## src/rtl/piradip_seq_pkg.sv

```systemverilog
// Shared types and constants for the sample-buffer sequencer: FSM states,
// buffer register offsets and AXI response codes.
package piradip_seq_pkg;

  typedef enum logic [2:0] {
    S_IDLE,
    S_W_START,
    S_W_END,
    S_W_ON,
    S_DWELL,
    S_W_OFF,
    S_FIN
  } seq_state_t;

  localparam logic [31:0] REG_CTRL  = 32'h0000_0000;
  localparam logic [31:0] REG_START = 32'h0000_0004;
  localparam logic [31:0] REG_END   = 32'h0000_0008;

  localparam logic [1:0] RESP_OKAY   = 2'b00;
  localparam logic [1:0] RESP_EXOKAY = 2'b01;
  localparam logic [1:0] RESP_SLVERR = 2'b10;
  localparam logic [1:0] RESP_DECERR = 2'b11;

endpackage

```

## src/rtl/piradip_sample_buffer_sequencer_if.sv

```systemverilog
// AXI4-Lite bundle between the sequencer (master) and the sample buffer's control port (slave).
interface piradip_sample_buffer_sequencer_if #(
  parameter int ADDR_WIDTH = 32,
  parameter int DATA_WIDTH = 32
);
  logic [ADDR_WIDTH-1:0]   awaddr;
  logic [2:0]              awprot;
  logic                    awvalid;
  logic                    awready;
  logic [DATA_WIDTH-1:0]   wdata;
  logic [DATA_WIDTH/8-1:0] wstrb;
  logic                    wvalid;
  logic                    wready;
  logic [1:0]              bresp;
  logic                    bvalid;
  logic                    bready;
  logic [ADDR_WIDTH-1:0]   araddr;
  logic [2:0]              arprot;
  logic                    arvalid;
  logic                    arready;
  logic [DATA_WIDTH-1:0]   rdata;
  logic [1:0]              rresp;
  logic                    rvalid;
  logic                    rready;

  modport master (
    output awaddr, awprot, awvalid, input awready,
    output wdata, wstrb, wvalid, input wready,
    input  bresp, bvalid, output bready,
    output araddr, arprot, arvalid, input arready,
    input  rdata, rresp, rvalid, output rready
  );

  modport slave (
    input  awaddr, awprot, awvalid, output awready,
    input  wdata, wstrb, wvalid, output wready,
    output bresp, bvalid, input bready,
    input  araddr, arprot, arvalid, output arready,
    output rdata, rresp, rvalid, input rready
  );
endinterface

```

## src/rtl/piradip_sample_buffer_sequencer_write.sv

```systemverilog
// Single-outstanding AXI4-Lite write engine: a req pulse launches AW and W together,
// each channel retires on its own handshake, then the B response is collected.
module piradip_axil_single_write #(
  parameter int ADDR_WIDTH = 32,
  parameter int DATA_WIDTH = 32
) (
  input  logic                  clk,
  input  logic                  resetn,
  input  logic                  req,
  input  logic [ADDR_WIDTH-1:0] addr,
  input  logic [DATA_WIDTH-1:0] data,
  output logic                  busy,
  output logic                  done,
  output logic [1:0]            resp,
  output logic [ADDR_WIDTH-1:0] awaddr,
  output logic                  awvalid,
  input  logic                  awready,
  output logic [DATA_WIDTH-1:0] wdata,
  output logic                  wvalid,
  input  logic                  wready,
  input  logic [1:0]            bresp,
  input  logic                  bvalid,
  output logic                  bready
);
  logic [ADDR_WIDTH-1:0] awaddr_reg;
  logic [DATA_WIDTH-1:0] wdata_reg;
  logic awvalid_reg, wvalid_reg, bready_reg;
  logic aw_clear, w_clear, b_hs;

  // A channel counts as retired if it is already idle or handshakes this cycle.
  assign aw_clear = !awvalid_reg || awready;
  assign w_clear  = !wvalid_reg || wready;
  assign b_hs     = bvalid && bready_reg;

  always_ff @(posedge clk or negedge resetn) begin
    if (!resetn) begin
      awaddr_reg  <= '0;
      wdata_reg   <= '0;
      awvalid_reg <= 1'b0;
      wvalid_reg  <= 1'b0;
      bready_reg  <= 1'b0;
    end else begin
      if (req) begin
        awaddr_reg  <= addr;
        wdata_reg   <= data;
        awvalid_reg <= 1'b1;
        wvalid_reg  <= 1'b1;
      end else begin
        if (awready) awvalid_reg <= 1'b0;
        if (wready)  wvalid_reg  <= 1'b0;
      end
      if (b_hs) begin
        bready_reg <= 1'b0;
      end else if ((awvalid_reg || wvalid_reg) && aw_clear && w_clear) begin
        bready_reg <= 1'b1;
      end
    end
  end

  assign awaddr  = awaddr_reg;
  assign awvalid = awvalid_reg;
  assign wdata   = wdata_reg;
  assign wvalid  = wvalid_reg;
  assign bready  = bready_reg;
  assign busy    = awvalid_reg || wvalid_reg || bready_reg;
  assign done    = b_hs;
  assign resp    = bresp;
endmodule

```

## src/rtl/piradip_sample_buffer_sequencer.sv

```systemverilog
// Playback sequencer: programs the sample window of the buffer, then toggles its
// CTRL register on/off with a dwell between, for the requested number of repeats.
module piradip_sample_buffer_sequencer
  import piradip_seq_pkg::*;
#(
  parameter int          ADDR_WIDTH  = 32,
  parameter int          DATA_WIDTH  = 32,
  parameter int          DWELL_WIDTH = 32,
  parameter int          REP_WIDTH   = 16,
  parameter logic [31:0] CTRL_RUN    = 32'd3
) (
  input  logic                   clk,
  input  logic                   resetn,
  input  logic                   go,
  input  logic                   abort,
  input  logic [ADDR_WIDTH-1:0]  seg_start,
  input  logic [ADDR_WIDTH-1:0]  seg_end,
  input  logic [DWELL_WIDTH-1:0] dwell,
  input  logic [REP_WIDTH-1:0]   repeat_cnt,
  output logic                   busy,
  output logic                   done,
  output logic                   error,
  piradip_sample_buffer_sequencer_if.master m_axil
);
  seq_state_t state_reg, state_next;
  logic [ADDR_WIDTH-1:0]  seg_start_reg, seg_start_next, seg_end_reg, seg_end_next;
  logic [DWELL_WIDTH-1:0] dwell_reg, dwell_next, dwell_cnt_reg, dwell_cnt_next;
  logic [REP_WIDTH-1:0]   rep_cnt_reg, rep_cnt_next;
  logic stop_reg, stop_next, error_reg, error_next, done_reg, done_next;
  logic wr_req, wr_busy, wr_done, wr_bad, stop_now;
  logic [ADDR_WIDTH-1:0] wr_addr;
  logic [DATA_WIDTH-1:0] wr_data;
  logic [1:0]            wr_resp;
  logic                  unused_sigs;

  assign wr_bad   = wr_done && (wr_resp != RESP_OKAY);
  assign stop_now = stop_reg || abort;

  always_ff @(posedge clk or negedge resetn) begin
    if (!resetn) begin
      state_reg     <= S_IDLE;
      seg_start_reg <= '0;
      seg_end_reg   <= '0;
      dwell_reg     <= '0;
      dwell_cnt_reg <= '0;
      rep_cnt_reg   <= '0;
      stop_reg      <= 1'b0;
      error_reg     <= 1'b0;
      done_reg      <= 1'b0;
    end else begin
      state_reg     <= state_next;
      seg_start_reg <= seg_start_next;
      seg_end_reg   <= seg_end_next;
      dwell_reg     <= dwell_next;
      dwell_cnt_reg <= dwell_cnt_next;
      rep_cnt_reg   <= rep_cnt_next;
      stop_reg      <= stop_next;
      error_reg     <= error_next;
      done_reg      <= done_next;
    end
  end

  always_comb begin
    state_next     = state_reg;
    seg_start_next = seg_start_reg;
    seg_end_next   = seg_end_reg;
    dwell_next     = dwell_reg;
    dwell_cnt_next = dwell_cnt_reg;
    rep_cnt_next   = rep_cnt_reg;
    // A bad response is treated like an abort: shut the buffer off and finish.
    stop_next      = stop_reg || ((state_reg != S_IDLE) && abort) || wr_bad;
    error_next     = error_reg || wr_bad;
    done_next      = 1'b0;
    wr_req         = 1'b0;
    wr_addr        = '0;
    wr_data        = '0;
    case (state_reg)
      S_IDLE: begin
        if (go) begin
          seg_start_next = seg_start;
          seg_end_next   = seg_end;
          dwell_next     = dwell;
          rep_cnt_next   = repeat_cnt;
          stop_next      = 1'b0;
          error_next     = 1'b0;
          if (repeat_cnt == '0) begin
            state_next = S_FIN;
          end else begin
            state_next = S_W_START;
            wr_req     = 1'b1;
            wr_addr    = ADDR_WIDTH'(REG_START);
            wr_data    = DATA_WIDTH'(seg_start);
          end
        end
      end
      S_W_START, S_W_END: begin
        if (wr_done) begin
          if (wr_bad) begin
            state_next = S_W_OFF;
            wr_req     = 1'b1;
            wr_addr    = ADDR_WIDTH'(REG_CTRL);
          end else if (stop_now) begin
            state_next = S_FIN;
          end else if (state_reg == S_W_START) begin
            state_next = S_W_END;
            wr_req     = 1'b1;
            wr_addr    = ADDR_WIDTH'(REG_END);
            wr_data    = DATA_WIDTH'(seg_end_reg);
          end else begin
            state_next = S_W_ON;
            wr_req     = 1'b1;
            wr_addr    = ADDR_WIDTH'(REG_CTRL);
            wr_data    = DATA_WIDTH'(CTRL_RUN);
          end
        end
      end
      S_W_ON: begin
        if (wr_done) begin
          if (wr_bad || stop_now || (dwell_reg == '0)) begin
            state_next = S_W_OFF;
            wr_req     = 1'b1;
            wr_addr    = ADDR_WIDTH'(REG_CTRL);
          end else begin
            state_next     = S_DWELL;
            dwell_cnt_next = dwell_reg;
          end
        end
      end
      S_DWELL: begin
        dwell_cnt_next = (dwell_cnt_reg == '0) ? '0 : dwell_cnt_reg - DWELL_WIDTH'(1);
        if (stop_now || (dwell_cnt_next == '0)) begin
          state_next = S_W_OFF;
          wr_req     = 1'b1;
          wr_addr    = ADDR_WIDTH'(REG_CTRL);
        end
      end
      S_W_OFF: begin
        if (wr_done) begin
          rep_cnt_next = (rep_cnt_reg == '0) ? '0 : rep_cnt_reg - REP_WIDTH'(1);
          if (wr_bad || stop_now || (rep_cnt_next == '0)) begin
            state_next = S_FIN;
          end else begin
            state_next = S_W_ON;
            wr_req     = 1'b1;
            wr_addr    = ADDR_WIDTH'(REG_CTRL);
            wr_data    = DATA_WIDTH'(CTRL_RUN);
          end
        end
      end
      S_FIN: begin
        state_next = S_IDLE;
        done_next  = 1'b1;
      end
      default: state_next = S_IDLE;
    endcase
  end

  piradip_axil_single_write #(
    .ADDR_WIDTH(ADDR_WIDTH),
    .DATA_WIDTH(DATA_WIDTH)
  ) u_write (
    .clk     (clk),
    .resetn  (resetn),
    .req     (wr_req),
    .addr    (wr_addr),
    .data    (wr_data),
    .busy    (wr_busy),
    .done    (wr_done),
    .resp    (wr_resp),
    .awaddr  (m_axil.awaddr),
    .awvalid (m_axil.awvalid),
    .awready (m_axil.awready),
    .wdata   (m_axil.wdata),
    .wvalid  (m_axil.wvalid),
    .wready  (m_axil.wready),
    .bresp   (m_axil.bresp),
    .bvalid  (m_axil.bvalid),
    .bready  (m_axil.bready)
  );

  for (genvar gi = 0; gi < DATA_WIDTH / 8; gi++) begin : g_wstrb
    assign m_axil.wstrb[gi] = 1'b1;
  end

  assign m_axil.awprot  = 3'b000;
  assign m_axil.araddr  = '0;
  assign m_axil.arprot  = 3'b000;
  assign m_axil.arvalid = 1'b0;
  assign m_axil.rready  = 1'b0;

  // Read channel is never used; the engine busy flag is informational only.
  assign unused_sigs = ^{wr_busy, m_axil.arready, m_axil.rdata, m_axil.rresp, m_axil.rvalid};

  assign busy  = (state_reg != S_IDLE);
  assign done  = done_reg;
  assign error = error_reg;
endmodule
```

## src/flat_wrapper.sv

```systemverilog
// flat-port wrapper written by rule: the top's interface ports become plain ports
module piradip_sample_buffer_sequencer_flat import piradip_seq_pkg::*;
#(
  parameter int          ADDR_WIDTH  = 32,
  parameter int          DATA_WIDTH  = 32,
  parameter int          DWELL_WIDTH = 32,
  parameter int          REP_WIDTH   = 16,
  parameter logic [31:0] CTRL_RUN    = 32'd3
)
  (clk, resetn, go, abort, seg_start, seg_end, dwell, repeat_cnt, busy, done, error, m_axil_awaddr, m_axil_awprot, m_axil_awvalid, m_axil_awready, m_axil_wdata, m_axil_wstrb, m_axil_wvalid, m_axil_wready, m_axil_bresp, m_axil_bvalid, m_axil_bready, m_axil_araddr, m_axil_arprot, m_axil_arvalid, m_axil_arready, m_axil_rdata, m_axil_rresp, m_axil_rvalid, m_axil_rready);
  piradip_sample_buffer_sequencer_if #(.ADDR_WIDTH(ADDR_WIDTH), .DATA_WIDTH(DATA_WIDTH)) m_axil_i ();
  input  logic clk;
  input  logic resetn;
  input  logic go;
  input  logic abort;
  input  logic [ADDR_WIDTH-1:0] seg_start;
  input  logic [ADDR_WIDTH-1:0] seg_end;
  input  logic [DWELL_WIDTH-1:0] dwell;
  input  logic [REP_WIDTH-1:0] repeat_cnt;
  output logic busy;
  output logic done;
  output logic error;
  output wire logic [$bits(m_axil_i.awaddr)-1:0] m_axil_awaddr;
  output wire logic [$bits(m_axil_i.awprot)-1:0] m_axil_awprot;
  output wire logic [$bits(m_axil_i.awvalid)-1:0] m_axil_awvalid;
  input wire logic [$bits(m_axil_i.awready)-1:0] m_axil_awready;
  output wire logic [$bits(m_axil_i.wdata)-1:0] m_axil_wdata;
  output wire logic [$bits(m_axil_i.wstrb)-1:0] m_axil_wstrb;
  output wire logic [$bits(m_axil_i.wvalid)-1:0] m_axil_wvalid;
  input wire logic [$bits(m_axil_i.wready)-1:0] m_axil_wready;
  input wire logic [$bits(m_axil_i.bresp)-1:0] m_axil_bresp;
  input wire logic [$bits(m_axil_i.bvalid)-1:0] m_axil_bvalid;
  output wire logic [$bits(m_axil_i.bready)-1:0] m_axil_bready;
  output wire logic [$bits(m_axil_i.araddr)-1:0] m_axil_araddr;
  output wire logic [$bits(m_axil_i.arprot)-1:0] m_axil_arprot;
  output wire logic [$bits(m_axil_i.arvalid)-1:0] m_axil_arvalid;
  input wire logic [$bits(m_axil_i.arready)-1:0] m_axil_arready;
  input wire logic [$bits(m_axil_i.rdata)-1:0] m_axil_rdata;
  input wire logic [$bits(m_axil_i.rresp)-1:0] m_axil_rresp;
  input wire logic [$bits(m_axil_i.rvalid)-1:0] m_axil_rvalid;
  output wire logic [$bits(m_axil_i.rready)-1:0] m_axil_rready;
  assign m_axil_awaddr = m_axil_i.awaddr;
  assign m_axil_awprot = m_axil_i.awprot;
  assign m_axil_awvalid = m_axil_i.awvalid;
  assign m_axil_i.awready = m_axil_awready;
  assign m_axil_wdata = m_axil_i.wdata;
  assign m_axil_wstrb = m_axil_i.wstrb;
  assign m_axil_wvalid = m_axil_i.wvalid;
  assign m_axil_i.wready = m_axil_wready;
  assign m_axil_i.bresp = m_axil_bresp;
  assign m_axil_i.bvalid = m_axil_bvalid;
  assign m_axil_bready = m_axil_i.bready;
  assign m_axil_araddr = m_axil_i.araddr;
  assign m_axil_arprot = m_axil_i.arprot;
  assign m_axil_arvalid = m_axil_i.arvalid;
  assign m_axil_i.arready = m_axil_arready;
  assign m_axil_i.rdata = m_axil_rdata;
  assign m_axil_i.rresp = m_axil_rresp;
  assign m_axil_i.rvalid = m_axil_rvalid;
  assign m_axil_rready = m_axil_i.rready;
  piradip_sample_buffer_sequencer #(.ADDR_WIDTH(ADDR_WIDTH), .DATA_WIDTH(DATA_WIDTH), .DWELL_WIDTH(DWELL_WIDTH), .REP_WIDTH(REP_WIDTH), .CTRL_RUN(CTRL_RUN)) u_core (.clk(clk), .resetn(resetn), .go(go), .abort(abort), .seg_start(seg_start), .seg_end(seg_end), .dwell(dwell), .repeat_cnt(repeat_cnt), .busy(busy), .done(done), .error(error), .m_axil(m_axil_i));
endmodule
```

## config.mk

```make
export PLATFORM = sky130hd
export DESIGN_NAME = piradip_sample_buffer_sequencer_flat
export DESIGN_NICKNAME = d
export VERILOG_FILES = /design/src/rtl/piradip_seq_pkg.sv /design/src/rtl/piradip_sample_buffer_sequencer_if.sv /design/src/rtl/piradip_sample_buffer_sequencer_write.sv /design/src/rtl/piradip_sample_buffer_sequencer.sv /design/src/flat_wrapper.sv
export SDC_FILE = /design/constraint.sdc
export NUM_CORES = 1
export LEC_CHECK = 0
export ABC_AREA = 1
export CORE_MARGIN = 4
export CORE_UTILIZATION = 50
export CTS_BUF_LIST = sky130_fd_sc_hd__clkbuf_8
export DETAILED_ROUTE_END_ITERATION = 12
export DONT_BUFFER_PORTS = 1
export PLACE_DENSITY = 0.65
export SYNTH_ARGS = -nofsm -noshare
export SYNTH_HDL_FRONTEND = slang
export SYNTH_HIERARCHICAL = 1
export SYNTH_SLANG_ARGS = --single-unit
```

## constraint.sdc

```tcl
create_clock -name clk -period 6.1 [get_ports clk]
set_clock_uncertainty 0.2 [all_clocks]
set_input_delay 0.61 -clock clk [delete_from_list [all_inputs] [get_ports clk]]
set_output_delay 0.61 -clock clk [all_outputs]
set_load 0.05 [all_outputs]
```

==> key figures, run 1 <==
Timing
  – Final Slew Violations: 0
  – Unrepaired setup endpoints after global routing: no
  – Final period utilization: 62.6%
  – Final setup viols: 0
  – Final Hold Vio Count: 47
  – Least-Margin Pin Slew: between 1 and 1.5 ns
  – Worst rel slew slack: around 23%
  – Post-route minimum period: around 3.8 ns
  – Setup TNS: 0 ns
  – Hold_ws: -0.148 ns
  – Max Fclk: 262 MHz

Routing
  – Initial DRC count: a little under 600
  – Drt total wl: ~26000 um
  – Vias/cell: around 5.1
  – Via count: ~8500
  – Drt pass-1 iters: 5
  – Antenna Nets Post-Route: 0
  – DR DRC count: 0
  – WL/cell: 15.3 um

Clock tree
  – Cts bufs inserted: 17
  – H-tree Lvls: 4
  – CTS sink count: about 190
  – Clk Latency, worst-skew pair: approximately 0.46 ns
  – CTS tree: done
  – Root Buffer: clkbuf_8
  – Clock tree buffer depth: 2
  – Worst-path clk slew: between 0.1 and 0.15 ns
  – Post CTS Setup Buffer Count: 0

Finish
  – Commonest non-fill, non-tap cells in the layout: nand2_1 (625), dfrtp_1 (185), nor2_1 (104), o21ai_0 (93), inv_1 (86)
  – Share of post-route cells with drive strength above 1: 5.18%
  – Final nets: around 1600
  – Fill count: 1997
  – Area grow syn2layout: 3.99%
  – Antenna Cells: 0
  – Fin area: ~11000 um^2
  – Most common cell after layout, fill and taps aside: nand2_1

Critical path
  – CP Data Arrival Time: ~4 ns
  – CP cell instances: inv_1 > nor2_2 > clkinv_1 > nand2_1 > nand3_1 > nand2_1 > nand2_2 > inv_2 > nand2_1 > nand2_1
  – CP Capture Type: register
  – Crit Path Max Fanout: 66
  – Startpoint class of the critical path: register
  – Max stage delay cell, worst path: nor2_2
  – CP max stage delay: roughly 0.90 ns
  – Worst EP required: roughly 6.3 ns
  – Crit Path Class: reg -> reg
  – Most frequent CP cell: nand2_1

Power and ir drop
  – Max VDD drop: 0.408 mV
  – Leak: about 5.5 nW
  – P per Cell Area: between 500 and 600 nW/um^2
  – Total power: between 6 and 7 mW

Hold path
  – Hold Path Class: in -> async

Synth
  – Avg Cell Area, Syn: roughly 7.3 um^2
  – Synth warn: 6
  – Cell Area, Synth: between 10000 and 15000 um^2
  – Synth Instances: 1400

Floorplan
  – # rows: 51
  – DIE HEIGHT: roughly 150 um
  – Die area: around 23000 um^2
  – Core area: 19700 um^2
  – IO Count: 271
  – Initial Util: 51.6%
  – Die width: 151 um

Job
  – Maximum capacitance violations: 0

Run status
  – Status: finished with violations
  – Violated checks: hold timing

Place
  – Gpl congestion: between 0.9 and 1
  – PortBufs: 0
  – Placed inst area: 10200 um^2
  – Placed wire-length estimate: around 18000 um

GRT
  – Global-route wire length before repair: approximately 40000 um
  – Vias in the first global route: ~7900
  – Initial antenna violation count: 0
  – Pin count of the biggest net entering global routing: about 190
  – Gr ovfl total: 0
  – GR Util All Layers: between 20 and 25%
==> power breakdown <==
group	total (mW)	internal, mW	switching [mW]
sequential	3.00	1.79	1.21
combinational	2.35	0.736	1.62
clock	0.830	0.320	0.510
==> final cells by class <==
cell class	instances	area, um^2	share of cell area, %
clock buffer	18	248	2.34
clock inverter	14	154	1.45
inverter	92	345	3.26
multi-input combinational	1094	4810	45.4
sequential	185	4630	43.7
tap	265	332	3.13
timing repair buffer	7	72.6	0.685
==> stage by stage <==
stage | instances | hold WS (ns) | util, % | worst slack, ns
detailed placement | 1642 | 0.122 | 51.5 | 2.31
CTS | 1675 | 0.0150 | 53.7 | 2.31
global route | 1675 | 0.0177 | 53.7 | 1.86
global placement | 1642 | 0.120 | 51.5 | 2.33
floorplan | 1472 | 0.114 | - | 3.48
finish | 1675 | -0.148 | 53.7 | 2.28
==> worst paths after layout <==
| check | startpoint | end | slack (ns) | depth (start not counted) |
|---|---|---|---|---|
| setup / recovery | u_core/state_reg[2]$_DFFE_PN0P_ | u_core/u_write/wdata[12]$_DFFE_PN0P_ | 2.28 | 10 |
| max in group asynchronous | resetn | u_core/dwell_reg[31]$_DFFE_PN0P_ | 4.86 | 1 |
| hold reg to reg | u_core/seg_end_reg[8]$_DFFE_PN0P_ | u_core/seg_end_reg[8]$_DFFE_PN0P_ | 0.29 | 2 |
| min in group clk | seg_end[7] | u_core/seg_end_reg[7]$_DFFE_PN0P_ | 0.05 | 2 |
| setup reg to reg | u_core/state_reg[2]$_DFFE_PN0P_ | u_core/u_write/wdata[12]$_DFFE_PN0P_ | 2.28 | 10 |
| hold / removal | resetn | u_core/rep_cnt_reg[7]$_DFFE_PN0P_ | -0.15 | 1 |
==> metal layers <==
layer / track usage [%] / part of all wire (%) / vias up
li1: - / - / 4311
met1: 31.1 / 45 / 3905
met2: 34.8 / 46 / 269
met3: 4.52 / 6.8 / 37
met4: 6.53 / 2.3 / 0
met5: 0 / 0 / -
==> worst max-delay path: cells and delay by family, from the launching register on <==
kind | cells | cell delay, ns
flip-flops | 1 | 0.46
buffers and inverters | 3 | 1.49
AND/OR/NAND/NOR | 7 | 1.58
==> repair_timing <==
action	4_1_cts	5_1_grt
hold endpoints to repair	185	0
hold buffers	1	0
gates resized for setup	0	0
setup endpoints to repair	0	0
(Power assumes the default switching activity.)
==> run 2: changes to the inputs <==
==> constraint.sdc (replaced) <==
create_clock -name clk -period 3.67 [get_ports clk]
set_clock_uncertainty 0.2 [all_clocks]
set_input_delay 0.367 -clock clk [delete_from_list [all_inputs] [get_ports clk]]
set_output_delay 0.367 -clock clk [all_outputs]
set_load 0.05 [all_outputs]
==> run 2 against run 1 <==
  * The flow still finishes with violations (hold timing)
  * Sequential share of layout area fell by 4.6 points
  * Register-to-register slack got worse by 1.9 ns
  * Power rose by 70%
  * Wire length rose by 4.3%
  * Via count rose by 6.5%
  * Die area did not move
  * Clock-buffer cell count did not move
  * Cell count rose by 7.5%
  * Hold slack got worse by 0.48 ns
  * Critical path type unchanged
  * Critical endpoint is now u_core/u_write/wdata[16]$_DFFE_PN0P_
==> key figures, run 2 (synthesized netlist as in run 1, its figures left out) <==
Run status
  – Status: finished with violations
  – Violated checks: hold timing

GRT
  – GR Util All Layers: between 20% and 30%
  – Gr ovfl total: 0
  – Vias in the first global route: approximately 8700
  – Global-route wire length before repair: around 43000 um
  – Initial antenna violation count: 0
  – Pin count of the biggest net entering global routing: 186

Critical path
  – Reg-to-reg endpoint: u_core/u_write/wdata[16]$_DFFE_PN0P_
  – CP max stage delay: approximately 0.38 ns
  – CP Capture Type: register
  – Reg2Reg Depth: 17
  – CP delay by family, top: simple AND/OR/NAND/NOR gates
  – CP cell instances: inv_1 > ha_1 > nand3_1 > inv_1 > nand3_2 > o21ai_0 > nand2_1 > nor3_1 > nand3_1 > nand3_1 > nand3_1 > nand2_1 > nand2_2 > inv_2 > buf_12 > nand2_1 > nand2_1
  – CP Data Arrival Time: ~3.5 ns
  – Max stage delay cell, worst path: dfrtp_1
  – WP buf/inv: 4
  – Crit Path Class: reg -> reg
  – Crit Path Max Fanout: between 60 and 70
  – Worst r2r src: u_core/rep_cnt_reg[0]$_DFFE_PN0P_
  – Startpoint class of the critical path: register
  – Worst EP required: just under 4 ns
  – Reg2reg setup slack: 0.40 ns

Clock tree
  – Clock tree buffer depth: 2
  – CTS tree: done
  – Worst-path clk slew: 0.11 ns
  – CTS sink count: 185
  – Post-cts sizing count: 0
  – Post-CTS Hold Buffers: about 120
  – H-tree Lvls: 4
  – Clk Latency, worst-skew pair: 0.48 ns
  – Root Buffer: clkbuf_8
  – Post CTS Setup Buffer Count: 0
  – Cts bufs inserted: 17

Timing
  – Setup TNS: 0 ns
  – Post-route minimum period: 3.27 ns
  – Final Hold Vio Count: between 150 and 200
  – Final period utilization: approximately 89%
  – Max Fclk: ~300 MHz
  – Unrepaired setup endpoints after global routing: no
  – Hold_ws: -0.632 ns
  – Final setup viols: 0
  – Least-Margin Pin Slew: 0.880 ns
  – Final Slew Violations: 0
  – Worst rel slew slack: 41.3%

Finish
  – Reg area: about 4600 um^2
  – Commonest non-fill, non-tap cells in the layout: nand2_1 (625), dfrtp_1 (185), dlygate4sd3_1 (117), nor2_1 (104), o21ai_0 (93)
  – Share of post-route cells with drive strength above 1: 5.15%
  – Fill count: roughly 1800
  – Multi-input logic area: a little under 5000 um^2
  – Final nets: 1679
  – Area grow syn2layout: 16.3%
  – Layout Cells excl Fill: 1800
  – Most common cell after layout, fill and taps aside: nand2_1

Routing
  – WL/cell: 14.9 um
  – Drt pass-1 iters: 6
  – Vias/cell: 5.04
  – DR DRC count: 0
  – Via count: just over 9000
  – Antenna Nets Post-Route: 0
  – Initial DRC count: 711
  – Drt total wl: around 27000 um

Power and ir drop
  – Clk pwr share: 13.4%
  – Total power: approximately 11 mW
  – Switch share: a little over half
  – Internal: around 5 mW
  – P per Cell Area: 887 nW/um^2
  – Leak: ~6 nW
  – Psw: 5.60 mW
  – Comb pwr share: 39.0%
  – Max VDD drop: roughly 0.56 mV
  – Register share of total power: 47.6%

Floorplan
  – IO Count: 271
  – Core area: between 15000 and 20000 um^2
  – Die area: about 23000 um^2
  – # rows: 51
  – DIE HEIGHT: ~150 um
  – Die width: about 150 um
  – Initial Util: between 50 and 60%

Place
  – Gpl congestion: around 0.95
  – Placed wire-length estimate: between 15000 and 20000 um
  – Placed cell count: 1649
  – PortBufs: 0

Job
  – Maximum capacitance violations: 0

Hold path
  – Hold Path Class: in -> async
==> run 2: cell types whose count changed in the layout (fill, tap and decap cells not counted) <==
cell and delta:
clkinv_8 +1, clkinvlp_4 -1, dlygate4sd3_1 +117, inv_6 -2, buf_12 +3, diode_2 +2
inv_8 +2, buf_4 +4, buf_16 -1
==> run 2: cell type report <==
type | count | area share, %
repair buffers | 130 | 11.0
clock inverters | 14 | 1.42
inverters | 92 | 2.92
multi-input cells | 1094 | 40.6
well taps | 265 | 2.80
clock buffers | 18 | 2.09
diodes | 2 | 0.0423
flip-flops and latches | 185 | 39.1
==> run 2: how the worst max path moves through the flow <==
stage,startpoint,end,cells past startpoint,slack (ns)
floorplan,u_core/dwell_cnt_reg[0]$_DFFE_PN0P_,u_core/u_write/awaddr[0]$_DFFE_PN0P_,20,1.05
global placement,u_core/dwell_cnt_reg[0]$_DFFE_PN0P_,u_core/u_write/wdata[31]$_DFFE_PN0P_,20,0.48
detailed placement,u_core/dwell_cnt_reg[0]$_DFFE_PN0P_,u_core/u_write/awaddr[10]$_DFFE_PN0P_,21,0.48
CTS,u_core/dwell_cnt_reg[0]$_DFFE_PN0P_,u_core/u_write/wdata[21]$_DFFE_PN0P_,20,0.45
global route,u_core/dwell_cnt_reg[0]$_DFFE_PN0P_,u_core/u_write/awaddr[30]$_DFFE_PN0P_,22,0.13
finish,u_core/rep_cnt_reg[0]$_DFFE_PN0P_,u_core/u_write/wdata[16]$_DFFE_PN0P_,17,0.40
==> run 2: stage by stage <==
step	area [um^2]	setup WS, ns	utilization (%)
5_1_grt	11800	0.128	60.0
3_5_place_dp	10200	0.483	52.0
4_1_cts	11800	0.453	60.0
2_1_floorplan	10500	1.05	-
6_report	11800	0.403	60.1
3_3_place_gp	10200	0.480	52.0
==> run 2: routing by layer <==
layer / part of all wire, % / GRT usage (%) / vias up
met5: 0 / 0 / -
met1: 44 / 31.9 / 4157
met2: 47 / 38.3 / 299
met3: 6.7 / 4.55 / 53
li1: - / - / 4565
met4: 2.3 / 8.30 / 0
==> run 2: power by group through the flow <==
| stage | clock, mW | combinational, mW | sequential (mW) |
|---|---|---|---|
| after CTS | 1.45 | 4.08 | 5.00 |
| after floorplan | 0 | 3.38 | 4.78 |
| after global routing | 1.53 | 4.73 | 5.14 |
| after global placement | 0 | 3.87 | 5.02 |
| final | 1.41 | 4.10 | 5.00 |
| after detailed placement | 0 | 3.95 | 5.03 |
==> run 2: worst reg2reg max path: stages, from the launching register on <==
cell and delay (ns):
dfrtp_1 0.38, inv_1 0.12, ha_1 0.21, nand3_1 0.17, inv_1 0.17, nand3_2 0.34
o21ai_0 0.20, nand2_1 0.08, nor3_1 0.18, nand3_1 0.17, nand3_1 0.13, nand3_1 0.08
nand2_1 0.09, nand2_2 0.09, inv_2 0.08, buf_12 0.26, nand2_1 0.16, nand2_1 0.08
